### src/rtl/tlb_pkg.sv
// Shared definitions for the Sv32 page-table walker: PTE bit positions, walker states,
// fault cause encodings and TLB permission packing.
package tlb_pkg;

   localparam int unsigned PTE_V = 0;
   localparam int unsigned PTE_R = 1;
   localparam int unsigned PTE_W = 2;
   localparam int unsigned PTE_X = 3;
   localparam int unsigned PTE_U = 4;
   localparam int unsigned PTE_A = 6;
   localparam int unsigned PTE_D = 7;

   typedef enum logic [2:0] {
      StIdle,
      StL1Req,
      StL1Wait,
      StL0Req,
      StL0Wait,
      StFill,
      StFault,
      StDrain
   } ptw_state_e;

   localparam logic [1:0] CauseNone   = 2'b00;
   localparam logic [1:0] CauseAccess = 2'b01;
   localparam logic [1:0] CausePage   = 2'b10;

   // TLB permission field is {U,X,W,R}
   function automatic logic [3:0] pack_perm(input logic [31:0] pte);
      return {pte[PTE_U], pte[PTE_X], pte[PTE_W], pte[PTE_R]};
   endfunction

endpackage

### src/rtl/tlb_pte_check.sv
// Combinational Sv32 PTE decode shared by both walk levels.
// PTW_AD_CHECK_EN: when defined, leaves with A=0 (or D=0 on a write) raise a page fault.
module tlb_pte_check
   import tlb_pkg::*;
(
   input  logic [31:0] pte,
   input  logic        level,
   input  logic        rw,
   output logic        is_leaf,
   output logic        fault,
   output logic [1:0]  cause,
   output logic [21:0] next_ppn
);

   logic bad_enc;
   logic misaligned;
   logic dangling;
   logic ad_fault;
   logic unused_bits;

   assign unused_bits = ^{rw, pte[9:4]};

   always_comb begin
      is_leaf    = pte[PTE_R] | pte[PTE_X];
      bad_enc    = ~pte[PTE_V] | (~pte[PTE_R] & pte[PTE_W]);
      // level=1 is the root table; a leaf there is a superpage needing PPN[9:0]==0
      misaligned = level & is_leaf & (pte[19:10] != 10'd0);
      dangling   = ~level & ~is_leaf;
`ifdef PTW_AD_CHECK_EN
      ad_fault   = is_leaf & (~pte[PTE_A] | (rw & ~pte[PTE_D]));
`else
      ad_fault   = 1'b0;
`endif
      fault      = bad_enc | misaligned | dangling | ad_fault;
      cause      = fault ? CausePage : CauseNone;
      next_ppn   = pte[31:10];
   end

endmodule

### src/rtl/tlb_ptw.sv
// Sv32 two-level page-table walker and TLB refill controller for the frontend TLB.
// PTW_AD_CHECK_EN (optional) enables accessed/dirty-bit faulting on leaf PTEs.
module tlb_ptw
   import tlb_pkg::*;
#(
   parameter int unsigned TAG_WIDTH   = 20,
   parameter int unsigned PPN_WIDTH   = 22,
   parameter int unsigned PA_WIDTH    = 34,
   parameter int unsigned TLB_ENTRIES = 16
) (
   input  logic                           clk,
   input  logic                           rst,
   input  logic                           flush,
   input  logic [PPN_WIDTH-1:0]           satp_ppn,
   input  logic                           miss_valid,
   input  logic [TAG_WIDTH-1:0]           miss_vpn,
   input  logic                           miss_rw,
   output logic                           miss_ready,
   output logic                           mem_req_valid,
   output logic [PA_WIDTH-1:0]            mem_req_addr,
   input  logic                           mem_req_ready,
   input  logic                           mem_resp_valid,
   input  logic [31:0]                    mem_resp_data,
   input  logic                           mem_resp_err,
   output logic                           fill_valid,
   output logic [$clog2(TLB_ENTRIES)-1:0] fill_idx,
   output logic [TAG_WIDTH-1:0]           fill_vpn,
   output logic [PPN_WIDTH-1:0]           fill_ppn,
   output logic [3:0]                     fill_perm,
   output logic                           fault_valid,
   output logic [1:0]                     fault_cause
);

   localparam int unsigned IdxW = $clog2(TLB_ENTRIES);

   ptw_state_e           state_q, state_d;
   logic [TAG_WIDTH-1:0] vpn_q, vpn_d;
   logic                 rw_q, rw_d;
   logic [PA_WIDTH-1:0]  addr_q, addr_d;
   logic [PPN_WIDTH-1:0] ppn_q, ppn_d;
   logic [3:0]           perm_q, perm_d;
   logic [1:0]           cause_q, cause_d;
   logic [IdxW-1:0]      idx_q, idx_d;

   logic                 chk_leaf;
   logic                 chk_fault;
   logic [1:0]           chk_cause;
   logic [21:0]          chk_next_ppn;

   tlb_pte_check u_pte_check (
      .pte      (mem_resp_data),
      .level    (state_q == StL1Wait),
      .rw       (rw_q),
      .is_leaf  (chk_leaf),
      .fault    (chk_fault),
      .cause    (chk_cause),
      .next_ppn (chk_next_ppn)
   );

   always_ff @(posedge clk or negedge rst) begin
      if (!rst) begin
         state_q <= StIdle;
         vpn_q   <= '0;
         rw_q    <= 1'b0;
         addr_q  <= '0;
         ppn_q   <= '0;
         perm_q  <= '0;
         cause_q <= CauseNone;
         idx_q   <= '0;
      end else begin
         state_q <= state_d;
         vpn_q   <= vpn_d;
         rw_q    <= rw_d;
         addr_q  <= addr_d;
         ppn_q   <= ppn_d;
         perm_q  <= perm_d;
         cause_q <= cause_d;
         idx_q   <= idx_d;
      end
   end

   always_comb begin
      state_d = state_q;
      vpn_d   = vpn_q;
      rw_d    = rw_q;
      addr_d  = addr_q;
      ppn_d   = ppn_q;
      perm_d  = perm_q;
      cause_d = cause_q;
      idx_d   = idx_q;
      unique case (state_q)
         StIdle: begin
            if (miss_valid) begin
               vpn_d   = miss_vpn;
               rw_d    = miss_rw;
               addr_d  = {satp_ppn, miss_vpn[19:10], 2'b00};
               state_d = StL1Req;
            end
         end
         StL1Req, StL0Req: begin
            if (flush) begin
               state_d = StIdle;
            end else if (mem_req_ready) begin
               state_d = (state_q == StL1Req) ? StL1Wait : StL0Wait;
            end
         end
         StL1Wait, StL0Wait: begin
            // A response coinciding with flush is consumed here, so no drain is needed
            if (mem_resp_valid) begin
               if (flush) begin
                  state_d = StIdle;
               end else if (mem_resp_err) begin
                  cause_d = CauseAccess;
                  state_d = StFault;
               end else if (chk_fault) begin
                  cause_d = chk_cause;
                  state_d = StFault;
               end else if (chk_leaf) begin
                  perm_d  = pack_perm(mem_resp_data);
                  ppn_d   = (state_q == StL1Wait) ? {chk_next_ppn[PPN_WIDTH-1:10], vpn_q[9:0]}
                                                  : chk_next_ppn;
                  state_d = StFill;
               end else begin
                  addr_d  = {chk_next_ppn, vpn_q[9:0], 2'b00};
                  state_d = StL0Req;
               end
            end else if (flush) begin
               state_d = StDrain;
            end
         end
         StFill: begin
            idx_d   = (idx_q == IdxW'(TLB_ENTRIES - 1)) ? '0 : idx_q + 1'b1;
            state_d = StIdle;
         end
         StFault: state_d = StIdle;
         StDrain: begin
            if (mem_resp_valid) begin
               state_d = StIdle;
            end
         end
         default: state_d = StIdle;
      endcase
   end

   always_comb begin
      miss_ready    = rst & (state_q == StIdle);
      mem_req_valid = (state_q == StL1Req) | (state_q == StL0Req);
      mem_req_addr  = mem_req_valid ? addr_q : '0;
      fill_valid    = (state_q == StFill);
      fill_idx      = idx_q;
      fill_vpn      = vpn_q;
      fill_ppn      = ppn_q;
      fill_perm     = perm_q;
      fault_valid   = (state_q == StFault);
      fault_cause   = fault_valid ? cause_q : CauseNone;
   end

endmodule

### config.mk
export PLATFORM = sky130hd
export DESIGN_NAME = tlb_ptw
export DESIGN_NICKNAME = d
export VERILOG_FILES = /design/src/rtl/tlb_pkg.sv /design/src/rtl/tlb_pte_check.sv /design/src/rtl/tlb_ptw.sv
export SDC_FILE = /design/constraint.sdc
export NUM_CORES = 1
export LEC_CHECK = 0
export CAP_MARGIN = 25
export CORE_AREA = 2 2 104 106
export DETAILED_ROUTE_END_ITERATION = 12
export DIE_AREA = 0 0 106 108
export GPL_ROUTABILITY_DRIVEN = 0
export PLACE_DENSITY_LB_ADDON = 0.1
export SLEW_MARGIN = 5
export SYNTH_ARGS = -nofsm -noshare
export SYNTH_HDL_FRONTEND = slang
export SYNTH_HIERARCHICAL = 1
export SYNTH_SLANG_ARGS = --single-unit
export TNS_END_PERCENT = 1
### constraint.sdc
create_clock -name clk -period 3.55 [get_ports clk]
set_clock_uncertainty 0.2 [all_clocks]
set_input_delay 0.355 -clock clk [delete_from_list [all_inputs] [get_ports clk]]
set_output_delay 0.355 -clock clk [all_outputs]
set_load 0.05 [all_outputs]
# After elaboration in Yosys (flattened, before gate mapping)
# Cells that the tools add are included.
[classes]
bitwise_logic = 17
muxes = 25
n_mul = 0
shift = 0
n_reduce_logical = 12
n_addsub = 1
div = 0
eq_ne = 17
order_cmp = 0
[op_table]
columns = ["op", "count"]
rows = [
  ["$mux W34", 7],
  ["$pmux W34 S2", 1],
  ["$mux W3", 11],
  ["$pmux W3 S5", 1],
  ["$ne A2 B2 Y1 const B", 7],
  ["$eq A3 B3 Y1 const B", 4],
  ["$mux W10", 1],
  ["$reduce_bool A10 Y1", 1],
  ["$reduce_and A4 Y1", 2],
  ["$not A1 Y1", 7],
  ["$reduce_and A7 Y1", 1],
  ["$eq A3 B2 Y1 const B", 2],
  ["$mux W2", 3],
  ["$ne A3 B3 Y1 const B", 2],
  ["$reduce_and A6 Y1", 1],
  ["$reduce_or A2 Y1", 3],
  ["$and A1 B1 Y1", 5],
  ["$or A1 B1 Y1", 5],
  ["$add A4 B1 Y4 const B", 1],
  ["$eq A4 B4 Y1 const B", 1],
  ["$mux W4", 1],
  ["$reduce_bool A2 Y1", 2],
  ["$eq A3 B1 Y1 const B", 1],
  ["$logic_not A3 Y1", 1],
  ["$reduce_and A2 Y1", 1],
]
[word_totals]
memories = 0
word_cells = 79
inputBits = 82
ff_bits = 89
rom_bits = 0
latchBits = 0
output_inout_bits = 90
ram_bits = 0

# Longest topological paths before layout
[logic_depth]
depth_word = 10
mapped_depth = 13
mapped_depth_nobuf = 8

# Modules after synthesis
# Netlist, hierarchy kept.
[modules_own_cells]
columns = ["module", "instances", "seq_area_each_um2", "area_per_inst_um2", "cells_per_inst"]
rows = [
  ["tlb_ptw", 1, 2202.1, 4295.4, 337],
  ["tlb_pte_check", 1, 0.0, 237.7, 33],
]

# Worst setup path after synthesis
# Ideal clock, no wire load.
[synth_path]
path_type = "flip-flop to flip-flop"
from = "reg state_q[0]"
to = "reg perm_q[3], in the netlist fill_perm[3]"
arrival_ns = 2.669
required_time_ns = 3.225
path_buffers = 5
setup_time_ns = 0.125
stages_incl_launch_ff = 13
period_less_slack_ns = 2.994
slack_ns = 0.556
path_cell_list = "dfrtp_1 -> buf_2 -> clkbuf_1 -> nor3b_1 -> buf_4 -> nor2_1 -> nor2_1 -> o221ai_1 -> clkbuf_1 -> nor3b_1 -> nand3_1 -> buf_2 -> mux2_2"
[synth_via]
elab_chain_cells = 7
elab_cells_between_ends = 11
classes_between = "2 x eq/ne; 7 x bitwise; 2 x reduce/logical"
[synth_rtl]
columns = ["item", "line", "source"]
rows = [
  ["from (decl)", "tlb_ptw.sv:36", "ptw_state_e state_q, state_d;"],
  ["from (signal assigned)", "tlb_ptw.sv:62", "state_q <= StIdle;"],
  ["from (signal assigned)", "tlb_ptw.sv:71", "state_q <= state_d;"],
  ["$eq A3 B2 Y1 (*)", "tlb_ptw.sv:52", ".level (state_q == StL1Wait),"],
  ["$and A1 B1 Y1 (2 in series)", "tlb_pte_check.sv:27", "misaligned = level & is_leaf & (pte[19:10] != 10'd0);"],
  ["$or A1 B1 Y1", "tlb_pte_check.sv:34", "fault = bad_enc | misaligned | dangling | ad_fault;"],
  ["$or A1 B1 Y1 (*)", "tlb_pte_check.sv:34", ""],
  ["net chk_fault", "tlb_ptw.sv:46", "logic chk_fault;"],
  ["$not A1 Y1 (no source line) (*)", "n/a", ""],
  ["$reduce_and A6 Y1 (no source line) (*)", "n/a", ""],
  ["to (signal assigned)", "tlb_ptw.sv:76", "perm_q <= perm_d;"],
  ["to (decl)", "tlb_ptw.sv:41", "logic [3:0] perm_q, perm_d;"],
]
# The timed path passes the listed nets; every way through them passes the cells marked *.
# A chain may end at the register's enable or synchronous reset.

# Final worst setup path
[layout_path]
from = "reg state_q[2]"
to = "out mem_req_addr[12]"
[layout_via]
elab_chain_cells = 3
elab_cells_between_ends = 4
classes_between = "2 x eq/ne; 1 x mux; 1 x bitwise"
[layout_rtl]
columns = ["item", "line", "source"]
rows = [
  ["$eq A3 B1 Y1 or $eq A3 B2 Y1 (tied branches)", "tlb_ptw.sv:147", "mem_req_valid = (state_q == StL1Req) | (state_q == StL0Req);"],
  ["$or A1 B1 Y1 (*)", "tlb_ptw.sv:147", ""],
  ["$mux W34 (*)", "tlb_ptw.sv:148", "mem_req_addr = mem_req_valid ? addr_q : '0;"],
  ["to (decl)", "tlb_ptw.sv:20", "output logic [PA_WIDTH-1:0] mem_req_addr,"],
]
# Mark *: on every way between the ends. The rest lies on a longest branch, timed or not.

==> results.yml <==
finish:
  final-seq-area_sq_um: 2177
  n_antenna_cell: 0
  fill_cells: 870
  multi_input_area_sq_um: 2021
  final_nets: 590
  syn_to_final_growth_pct: 41.04
  drive_gt1_share_pct: 25.78
setup_path:
  cp.arrival_ps: 2490
  r2r_slack_ps: 700
  timing.critical_path.from: "state_q[2]$_DFFE_PN0P_"
  critical_path_class: "reg -> out"
  crit_required_ps: 2990
  worstReg2RegStart: "state_q[2]$_DFFE_PN0P_"
  start_kind: "flop"
  reg2reg_depth: 5
  cp-end-kind: "output port"
  crit_fanout: 33
  r2r-end: "addr_q[28]$_DFFE_PN0P_"
route:
  ant_nets: 0
  drt-wirelength-per-cell_microns: 17.06
  dr.pass1.iters: 4
  drcViolationCount: 0
  dr.first_iter.drc_count: 74
  drt-total-wl_microns: 11050
  viasPerCell: 5.017
  vias: 3251
grt:
  grt_pass1_wl_microns: 17730
  antenna_found_initial: 0
  globalRouteOverflowTotal: 0
  grt_usage_pct: 19.90
  grt_pass1_vias: 3475
  grt_start_max_net_pins: 67
synth:
  syn_inst: 368
  syn_area_sq_um: 4497
  syn_avg_cell_area_sq_um: 12.22
  yosysWarningCount: 6
pwr:
  switchingPower_mw: 3.149
  ir_worst_vdd_mv: 0.6791
  p_per_area_nw_per_um2: 1047
  p_comb_share_pct: 61.7
  p_total_mw: 6.638
  total_leakage_power_nw: 2.587
  clockPowerShare_pct: 11.2
  p_int_mw: 3.489
  p_sw_share_pct: 47.44
  seqPwrFrac_pct: 27.1
floorplan:
  die_area_sq_um: 11450
  start_util_pct: 43.95
  rows: 37
  io_pins: 172
  dieWidth_microns: 106
  core-area_sq_um: 10230
  die_h_microns: 108
clock_network:
  clockBufferDepth: 2
  numCtsBuffers: 9
  root_buffer: "clkbuf_8"
  clock_latency_ps: 350
  clk_pin_slew_ps: 90
  cts.sinks: 87
  h-tree-depth: 3
  cts_tree: "built"
timing:
  rsz0062_at_grt: "false"
  finalSetupViolations: 0
  slew_viol_final: 0
  fmax_ghz: 0.3285
  worst_slew_margin_rel_pct: 43.22
  tns_ps: 0
  min_period_over_period_pct: 85.75
  worst_pin_slew_ps: 851.6
  post-route-min-period_ps: 3044
  hold_viol: 0
  whs_ps: 244.4
hold_path:
  hold_class: "in -> async"
placement:
  portBuffers: 163
  dpl.hpwl_microns: 7886
job:
  cap_violations: 0
status:
  status: "complete, no violations"
what timing repair did:
action	4_1_cts	5_1_grt
gates resized for setup	0	0
hold buffers	1	0
buffers inserted	0	0
hold endpoints to repair	21	0
per-layer routing:
layer | GRT usage (%) | part of all wire, % | vias up | routed length, microns
li1 | - | - | 1538 | -
met1 | 24.55 | 43 | 1598 | 4754
met2 | 33.41 | 48 | 103 | 5311
met3 | 6.209 | 7.4 | 12 | 822
met4 | 6.579 | 1.5 | 0 | 165
met5 | 0 | 0 | - | 0
power groups by stage:
stage	sequential, mW	clock [mW]	combinational [mW]
2_1_floorplan	2.67	0	1.95
3_3_place_gp	1.79	0	4.08
3_5_place_dp	1.82	0	4.12
4_1_cts	1.80	0.771	4.14
5_1_grt	1.88	0.805	4.30
6_report	1.80	0.745	4.10
critical path, cell delays in order (launching register included):
cell and delay [ps]:
dfrtp_1 580, nor2b_2 200, buf_4 320, and2_1 180, clkdlybuf4s50_1 840
per-stage QoR:
stage / utilization, % / std cells / area [sq um] / worst slack [ps]
2_1_floorplan: - / 369 / 4501 / 556.4
3_3_place_gp: 59.79 / 631 / 6117 / 197.5
6_report: 61.99 / 648 / 6342 / 505.9
5_1_grt: 61.99 / 648 / 6342 / 384.8
3_5_place_dp: 59.79 / 631 / 6117 / 188.0
4_1_cts: 61.99 / 648 / 6342 / 482.7
cell type report:
type,count,area share (%)
clock buffers,11,2.387
clock inverters,5,1.006
inverters,2,0.1184
multi-input cells,233,31.86
flip-flops and latches,87,34.33
well taps,136,2.683
repair buffers,174,27.62
worst max-delay path by stage:
stage	cells after the start	to	slack, ps
after floorplan	12	fill_perm[3]$_DFFE_PN0P_	560
after global placement	9	addr_q[22]$_DFFE_PN0P_	200
after detailed placement	9	addr_q[18]$_DFFE_PN0P_	190
after CTS	4	mem_req_addr[33]	480
after global routing	4	mem_req_addr[12]	380
final	4	mem_req_addr[12]	510
cell usage in the layout, fill, tap and decap left out, types with 3 or more instances in the layout:
master	count
conb_1	3
o21ai_0	13
mux2_1	6
clkdlybuf4s50_1	162
mux2_2	98
o21ai_1	3
a31oi_1	5
clkbuf_8	11
dfrtp_1	87
and2_1	37
nor2_1	8
nor3_1	3
mux2i_1	10
buf_4	8
nor3b_1	3
buf_12	3
nand2_1	13
flip-flops by register name, summed over array words and instances (netlist names):
name / count
addr_q: 32
cause_q: 2
fill_idx: 4
fill_perm: 4
fill_ppn: 22
fill_vpn: 20
state_q: 3
(Power assumes the default switching activity.)
